[src/rtl/neighbor_req_issuer_pkg.sv]
// -----------------------------------------------------------------------------
// neighbor_req_issuer_pkg
// Shared constants and types for the Neighbor SRAM requester front end.
//   - geometry constants (banks, row/address/count/vertex/PE widths)
//   - issuer_state_t : two-state issue FSM encoding
//   - neighbor_job_t : one vertex job as offered by the scheduler
//   - neighbor_req_t : one neighbor read request, laid out so it can be
//                      written straight into the Neighbor FIFO
//   - addr_bank/addr_row : split a global word address into bank and row
// -----------------------------------------------------------------------------
package neighbor_req_issuer_pkg;

  localparam int NUM_BANKS = 4;
  localparam int BANK_W    = $clog2(NUM_BANKS);
  localparam int ROW_W     = 10;
  localparam int ADDR_W    = ROW_W + BANK_W;
  localparam int CNT_W     = 8;
  localparam int VID_W     = 10;
  localparam int PE_W      = 2;

  typedef enum logic {
    ST_IDLE  = 1'b0,
    ST_ISSUE = 1'b1
  } issuer_state_t;

  typedef struct packed {
    logic [ADDR_W-1:0] addr;
    logic [CNT_W-1:0]  cnt;
    logic [VID_W-1:0]  vid;
    logic [PE_W-1:0]   pe;
  } neighbor_job_t;

  typedef struct packed {
    logic              valid;
    logic [BANK_W-1:0] bank;
    logic [ROW_W-1:0]  row;
    logic [VID_W-1:0]  vid;
    logic [PE_W-1:0]   pe;
    logic              last;
  } neighbor_req_t;

  // Low address bits select the bank so consecutive words interleave banks.
  function automatic logic [BANK_W-1:0] addr_bank(input logic [ADDR_W-1:0] addr);
    return addr[BANK_W-1:0];
  endfunction

  function automatic logic [ROW_W-1:0] addr_row(input logic [ADDR_W-1:0] addr);
    return addr[ADDR_W-1:BANK_W];
  endfunction

endpackage

[src/rtl/neighbor_req_issuer_addr_gen.sv]
// -----------------------------------------------------------------------------
// neighbor_addr_gen
// Word address / remaining-count walker for one vertex job.
// Ports:
//   clk, reset      clock, asynchronous active-low reset
//   load            load a new job (wins over step)
//   load_addr/cnt   first word address and word count of the new job
//   step            one request was pushed: advance address, decrement count
//   cur_addr        address of the request currently offered
//   remaining       words still to be requested, including the current one
//   last            current request is the final one of the job
// -----------------------------------------------------------------------------
module neighbor_addr_gen
  import neighbor_req_issuer_pkg::*;
(
  input  logic              clk,
  input  logic              reset,
  input  logic              load,
  input  logic [ADDR_W-1:0] load_addr,
  input  logic [CNT_W-1:0]  load_cnt,
  input  logic              step,
  output logic [ADDR_W-1:0] cur_addr,
  output logic [CNT_W-1:0]  remaining,
  output logic              last
);

  logic [ADDR_W-1:0] cur_addr_reg;
  logic [CNT_W-1:0]  remaining_reg;

  // Address increments modulo 2^ADDR_W; the bank field carries into the row.
  always_ff @(posedge clk or negedge reset) begin
    if (!reset) begin
      cur_addr_reg  <= '0;
      remaining_reg <= '0;
    end else if (load) begin
      cur_addr_reg  <= load_addr;
      remaining_reg <= load_cnt;
    end else if (step) begin
      cur_addr_reg  <= cur_addr_reg + ADDR_W'(1);
      remaining_reg <= remaining_reg - CNT_W'(1);
    end
  end

  assign cur_addr  = cur_addr_reg;
  assign remaining = remaining_reg;
  assign last      = (remaining_reg == CNT_W'(1));

endmodule

[src/rtl/neighbor_req_issuer.sv]
// -----------------------------------------------------------------------------
// neighbor_req_issuer
// Requester front end of the Neighbor SRAM subsystem. Takes vertex jobs
// (first word address, word count, vertex ID, Edge PE), splits each into
// per-word read requests and writes them into the Neighbor FIFO. req_valid is
// the FIFO write strobe and is gated combinationally by wfull.
// Ports:
//   clk, reset                  clock, asynchronous active-low reset
//   job_valid/job_ready         job handshake
//   job_addr/cnt/vid/pe         job fields (cnt==0 is legal)
//   wfull                       Neighbor FIFO full
//   req_valid                   FIFO write strobe
//   req_bank/row/vid/pe/last    request fields
//   done_valid/done_pe          one-cycle job-complete pulse and its PE
// Optional (macro NEIGHBOR_REQ_PERF_EN):
//   perf_req_cnt                saturating count of pushes
//   perf_stall_cnt              saturating count of ISSUE cycles with wfull
// -----------------------------------------------------------------------------
module neighbor_req_issuer
  import neighbor_req_issuer_pkg::*;
(
  input  logic              clk,
  input  logic              reset,
  input  logic              job_valid,
  output logic              job_ready,
  input  logic [ADDR_W-1:0] job_addr,
  input  logic [CNT_W-1:0]  job_cnt,
  input  logic [VID_W-1:0]  job_vid,
  input  logic [PE_W-1:0]   job_pe,
  input  logic              wfull,
  output logic              req_valid,
  output logic [BANK_W-1:0] req_bank,
  output logic [ROW_W-1:0]  req_row,
  output logic [VID_W-1:0]  req_vid,
  output logic [PE_W-1:0]   req_pe,
  output logic              req_last,
  output logic              done_valid,
  output logic [PE_W-1:0]   done_pe
`ifdef NEIGHBOR_REQ_PERF_EN
  ,
  output logic [31:0]       perf_req_cnt,
  output logic [31:0]       perf_stall_cnt
`endif
);

  issuer_state_t state_reg, state_next;

  neighbor_job_t job_in;
  neighbor_req_t req_word;

  logic [VID_W-1:0]  vid_reg;
  logic [PE_W-1:0]   pe_reg;

  logic              done_valid_reg, done_valid_next;
  logic [PE_W-1:0]   done_pe_reg, done_pe_next;
  // Second done slot: holds a zero-count job's completion when it collides
  // with another completion in the same cycle, so no done pulse is lost.
  logic              pend_valid_reg, pend_valid_next;
  logic [PE_W-1:0]   pend_pe_reg, pend_pe_next;

  logic              load;
  logic              push;
  logic              ev_last;
  logic              ev_zero;
  logic              job_zero;

  logic [ADDR_W-1:0] cur_addr;
  logic [CNT_W-1:0]  remaining;
  logic              last;

  assign job_in.addr = job_addr;
  assign job_in.cnt  = job_cnt;
  assign job_in.vid  = job_vid;
  assign job_in.pe   = job_pe;
  assign job_zero    = (job_in.cnt == '0);

  neighbor_addr_gen u_addr_gen (
    .clk       (clk),
    .reset     (reset),
    .load      (load),
    .load_addr (job_in.addr),
    .load_cnt  (job_in.cnt),
    .step      (push),
    .cur_addr  (cur_addr),
    .remaining (remaining),
    .last      (last)
  );

  // ---------------------------------------------------------------------------
  // FSM and done arbitration
  // ---------------------------------------------------------------------------
  always_comb begin
    state_next      = state_reg;
    job_ready       = 1'b0;
    load            = 1'b0;
    push            = 1'b0;
    ev_last         = 1'b0;
    ev_zero         = 1'b0;
    done_valid_next = 1'b0;
    done_pe_next    = done_pe_reg;
    pend_valid_next = 1'b0;
    pend_pe_next    = pend_pe_reg;

    case (state_reg)
      ST_IDLE: begin
        job_ready = 1'b1;
        if (job_valid && !job_zero) begin
          load       = 1'b1;
          state_next = ST_ISSUE;
        end
      end
      ST_ISSUE: begin
        push = !wfull;
        // A new job may only be taken on the cycle the final word goes out,
        // which gives back-to-back jobs with no bubble.
        if (push && last) begin
          ev_last   = 1'b1;
          job_ready = 1'b1;
          if (job_valid && !job_zero) begin
            load = 1'b1;
          end else begin
            state_next = ST_IDLE;
          end
        end
      end
      default: begin
        state_next = ST_IDLE;
      end
    endcase

    ev_zero = job_valid && job_ready && job_zero;

    // Completions leave in acceptance order: pending slot first, then the
    // job finishing now, then a zero-count job accepted now.
    if (pend_valid_reg) begin
      done_valid_next = 1'b1;
      done_pe_next    = pend_pe_reg;
      pend_valid_next = ev_zero;
      pend_pe_next    = ev_zero ? job_in.pe : pend_pe_reg;
    end else if (ev_last) begin
      done_valid_next = 1'b1;
      done_pe_next    = pe_reg;
      pend_valid_next = ev_zero;
      pend_pe_next    = ev_zero ? job_in.pe : pend_pe_reg;
    end else if (ev_zero) begin
      done_valid_next = 1'b1;
      done_pe_next    = job_in.pe;
    end
  end

  always_ff @(posedge clk or negedge reset) begin
    if (!reset) begin
      state_reg      <= ST_IDLE;
      vid_reg        <= '0;
      pe_reg         <= '0;
      done_valid_reg <= 1'b0;
      done_pe_reg    <= '0;
      pend_valid_reg <= 1'b0;
      pend_pe_reg    <= '0;
    end else begin
      state_reg      <= state_next;
      done_valid_reg <= done_valid_next;
      done_pe_reg    <= done_pe_next;
      pend_valid_reg <= pend_valid_next;
      pend_pe_reg    <= pend_pe_next;
      if (load) begin
        vid_reg <= job_in.vid;
        pe_reg  <= job_in.pe;
      end
    end
  end

  // ---------------------------------------------------------------------------
  // Request word (FIFO write data layout)
  // ---------------------------------------------------------------------------
  assign req_word.valid = push;
  assign req_word.bank  = addr_bank(cur_addr);
  assign req_word.row   = addr_row(cur_addr);
  assign req_word.vid   = vid_reg;
  assign req_word.pe    = pe_reg;
  assign req_word.last  = (state_reg == ST_ISSUE) && last;

  assign req_valid  = req_word.valid;
  assign req_bank   = req_word.bank;
  assign req_row    = req_word.row;
  assign req_vid    = req_word.vid;
  assign req_pe     = req_word.pe;
  assign req_last   = req_word.last;
  assign done_valid = done_valid_reg;
  assign done_pe    = done_pe_reg;

`ifdef NEIGHBOR_REQ_PERF_EN
  logic [31:0] perf_req_cnt_reg;
  logic [31:0] perf_stall_cnt_reg;

  always_ff @(posedge clk or negedge reset) begin
    if (!reset) begin
      perf_req_cnt_reg   <= '0;
      perf_stall_cnt_reg <= '0;
    end else begin
      if (push && (perf_req_cnt_reg != '1)) begin
        perf_req_cnt_reg <= perf_req_cnt_reg + 32'd1;
      end
      if ((state_reg == ST_ISSUE) && wfull && (perf_stall_cnt_reg != '1)) begin
        perf_stall_cnt_reg <= perf_stall_cnt_reg + 32'd1;
      end
    end
  end

  assign perf_req_cnt   = perf_req_cnt_reg;
  assign perf_stall_cnt = perf_stall_cnt_reg;
`endif

endmodule

[config.mk]
export PLATFORM = sky130hd
export DESIGN_NAME = neighbor_req_issuer
export DESIGN_NICKNAME = d
export VERILOG_FILES = /design/src/rtl/neighbor_req_issuer_pkg.sv /design/src/rtl/neighbor_req_issuer_addr_gen.sv /design/src/rtl/neighbor_req_issuer.sv
export SDC_FILE = /design/constraint.sdc
export NUM_CORES = 1
export LEC_CHECK = 0
export ABC_AREA = 1
export CAP_MARGIN = 20
export CELL_PAD_IN_SITES_DETAIL_PLACEMENT = 0
export CELL_PAD_IN_SITES_GLOBAL_PLACEMENT = 1
export CORE_MARGIN = 2
export CORE_UTILIZATION = 35
export CTS_BUF_LIST = sky130_fd_sc_hd__clkbuf_2 sky130_fd_sc_hd__clkbuf_4 sky130_fd_sc_hd__clkbuf_8
export CTS_CLUSTER_SIZE = 28
export DETAILED_ROUTE_END_ITERATION = 6
export PLACE_DENSITY_LB_ADDON = 0.1
export SETUP_SLACK_MARGIN = 0.5
export SLEW_MARGIN = 20
export SYNTH_ARGS = -nofsm -noshare
export SYNTH_HDL_FRONTEND = slang
export SYNTH_HIERARCHICAL = 1
export SYNTH_SLANG_ARGS = --single-unit
export TNS_END_PERCENT = 30
[constraint.sdc]
create_clock -name clk -period 2.7 [get_ports clk]
set_input_delay 0.405 -clock clk [delete_from_list [all_inputs] [get_ports clk]]
set_output_delay 0.405 -clock clk [all_outputs]
set_load 0.02 [all_outputs]
==> flow_metrics.tcl <==
set metrics [dict create \
    status "finished, final reports clean" \
    synth.distinct_cells 28 \
    final_cell_count_no_fill 443 \
    tritoncts "done" \
    synth_area_leaders "dfrtp_1 43%, nand2_1 15%, nand3_1 5.8%" \
    drtAntennaViolNets 0 \
    die_h_um 84.3 \
    setup-tns-final_ns 0 \
    fin_nets 405 \
    arrival_ns 1.69 \
    finalHoldViolCount 0 \
    syn_to_final_growth_pct 39.8 \
    p_per_area_nw_per_um2 910 \
    grt_pass1_vias 2163 \
    drive_above_1_share 0.142 \
    nFillCells 634 \
    sw_frac_of_total 0.418 \
    fp.coreArea_um2 6280 \
    grt_max_degree 40 \
    finalCritPeriodShare 0.774 \
    yosysWarnings 6 \
    cts_sinks 39 \
    r2r_slack_ns 0.64 \
    ir_worst_vdd_mv 0.452 \
    final_cell_area_um2 3150 \
    wl_um 6000 \
    power.switching_mw 1.20 \
    cp_top_family "buffers and inverters" \
    rows 29 \
    largest_reg_flops 12 \
    cp.required_ns 2.30 \
    rsz0062_at_grt "true" \
    timing_max_transition_violations_final 0 \
    placed_cell_area_um2 2980 \
    slowest_stage "clkdlybuf4s50_1" \
    grt_use_total 0.179 \
    drv_cap 0 \
    syn_area_um2 2260 \
    slowest_delay_ns 0.64 \
    total_power_mw 2.87 \
    syn_nets 327 \
    path_cells "inv_1 > nor2_1 > clkdlybuf4s50_1" \
    cts_root_buf "clkbuf_8" \
    diodes 0 \
    dp.cells 428 \
    viasPerCell 4.83 \
    dp_slack_ns 0.254 \
    antenna_found_initial 0 \
    avgRoutedWirePerCell_um 13.5 \
    num_io_pins 66 \
    critPathCaptureType "primary output" \
    htree_levels 2 \
    postSynthCellCount 288 \
    die_w_um 84.3 \
    p_comb_frac 0.490 \
    place_congestion 0.818 \
    drcViolationCount 0 \
    synth_top_area_share 0.433 \
    port_buffers 65 \
    p_seq_frac 0.367 \
    utilization 0.502 \
    synth_top_cell_by_area "dfrtp_1" \
    grt-ovfl-total 0 \
    power_leakage_nw 1.52 \
    path_max_fanout 7 \
    register_area_um2 977 \
    ys_ff_latch 39 \
    dp_hpwl_um 4330 \
    holdCritPathClass "in2async" \
    synth.avg_cell_area_um2 7.83 \
    multi_input_area_um2 1110 \
    grt_pass1_wl_um 10300 \
    worstSetupStartpointType "register" \
    skew_ns 0.00314 \
    start_util 0.359 \
    path_clk_slew_ns 0.08 \
    crit_buf_inv 2 \
    drt_iter0_drc 139 \
    cts_buffer_depth 2 \
    tightestPinTransition_ns 0.913 \
    setup_viol 0 \
    cts_buffers 5 \
    slew_headroom 0.391 \
    fin_crit_ns 2.09 \
    hold_ws_ns 0.241 \
    setup_ws_ns 0.609 \
    worstSetupPathType "reg2out" \
    dieArea_um2 7100 \
    ys_seq_area_frac 0.433 \
    p_int_mw 1.67 \
    drt_first_pass_iters 4 \
    num_vias 2139 \
    clkLatencyLatePin_ns 0.29 \
    clkPwrFrac 0.143 \
    max_freq_ghz 0.478 \
]
worst register-to-register path: cells and delay by family (launching register included):
| family | cells | cell delay [ns] |
|---|---|---|
| simple gates | 5 | 0.51 |
| buf+inv | 3 | 0.48 |
| flops | 1 | 0.43 |
| compound gates | 2 | 0.28 |
| fa+ha+maj | 1 | 0.22 |
metal layers:
layer / up-vias / global-route usage / wire length (um)
met5: - / 0 / 0
li1: 1100 / - / -
met1: 985 / 0.222 / 2710
met3: 9 / 0.0482 / 294
met2: 45 / 0.302 / 2910
met4: 0 / 0.0572 / 91
power groups by stage:
stage	Clock [mW]	Sequential (mW)	Combinational (mW)
floorplan	0	1.23	0.593
global placement	0	1.06	1.35
detailed placement	0	1.06	1.35
CTS	0.426	1.05	1.36
global route	0.447	1.09	1.55
finish	0.411	1.05	1.41
cell type report:
cell class                      instances  area share
Multi-Input combinational cell        207       0.351
Sequential cell                        39       0.310
Timing Repair Buffer                   79       0.239
Inverter                               34      0.0424
Tap cell                               77      0.0305
Clock buffer                            6      0.0262
Clock inverter                          1     0.00159
worst paths after layout:
path,start,end,cells after the start
min in group clk,req_vid[8],req_vid[8],2
max reg2reg,u_addr_gen/remaining[0],u_addr_gen/remaining[4],11
min,reset,u_addr_gen/remaining[3],1
max in group asynchronous,reset,u_addr_gen/remaining[3],1
max,state_reg,req_valid,3
min reg2reg,req_vid[8],req_vid[8],2
cell usage after synthesis:
library cell  count
nor2_1           18
o21ai_1           3
a21oi_1           1
o21bai_2          1
nand3_1          26
nand4_1          17
nand2_4           2
dfrtp_1          39
inv_1            30
nor2_2            1
nand2_2           5
nor2_8            1
nor2_4            4
o211ai_1          3
o21bai_1          1
xnor2_1           2
buf_4             3
buf_6             3
xor2_1            2
a21oi_2           1
inv_2             4
ha_1              3
nand2_1          93
o21ai_0           6
buf_2             2
a22oi_1          13
nand3_2           3
nand3b_1          1
cell usage in the layout (no fill, tap or decap), types with 2 or more instances in the layout:
cell type	instances
nand3_2	4
ha_1	3
inv_1	28
inv_2	4
nand3_1	25
nor2_4	5
clkdlybuf4s50_1	62
clkbuf_8	6
nand4_1	17
o211ai_1	3
o21ai_0	5
nand2_2	5
buf_4	13
nand2_4	3
clkbuf_2	2
dfrtp_1	38
nand2_1	92
nor2_1	17
a22oi_1	13
xnor2_1	2
o21ai_1	4
xor2_1	2
logic make-up (layout without fill, tap and decap cells):
group | after synthesis | after routing | share of synthesized area
simple gates | 171 | 171 | 0.362
buf+inv | 42 | 120 | 0.0860
flops | 39 | 39 | 0.433
compound gates | 29 | 29 | 0.0876
xor+xnor | 4 | 4 | 0.0155
fa+ha+maj | 3 | 3 | 0.0166
timing repair:
item                                    4_1_cts  5_1_grt
gates resized for setup                       4       13
buffers inserted                              2        6
cloned                                        0        0
hold buffers                                  0        0
pin swaps                                     0        4
endpoints found under the setup margin       21       21
Note: power is estimated with default switching activity, not from simulation.
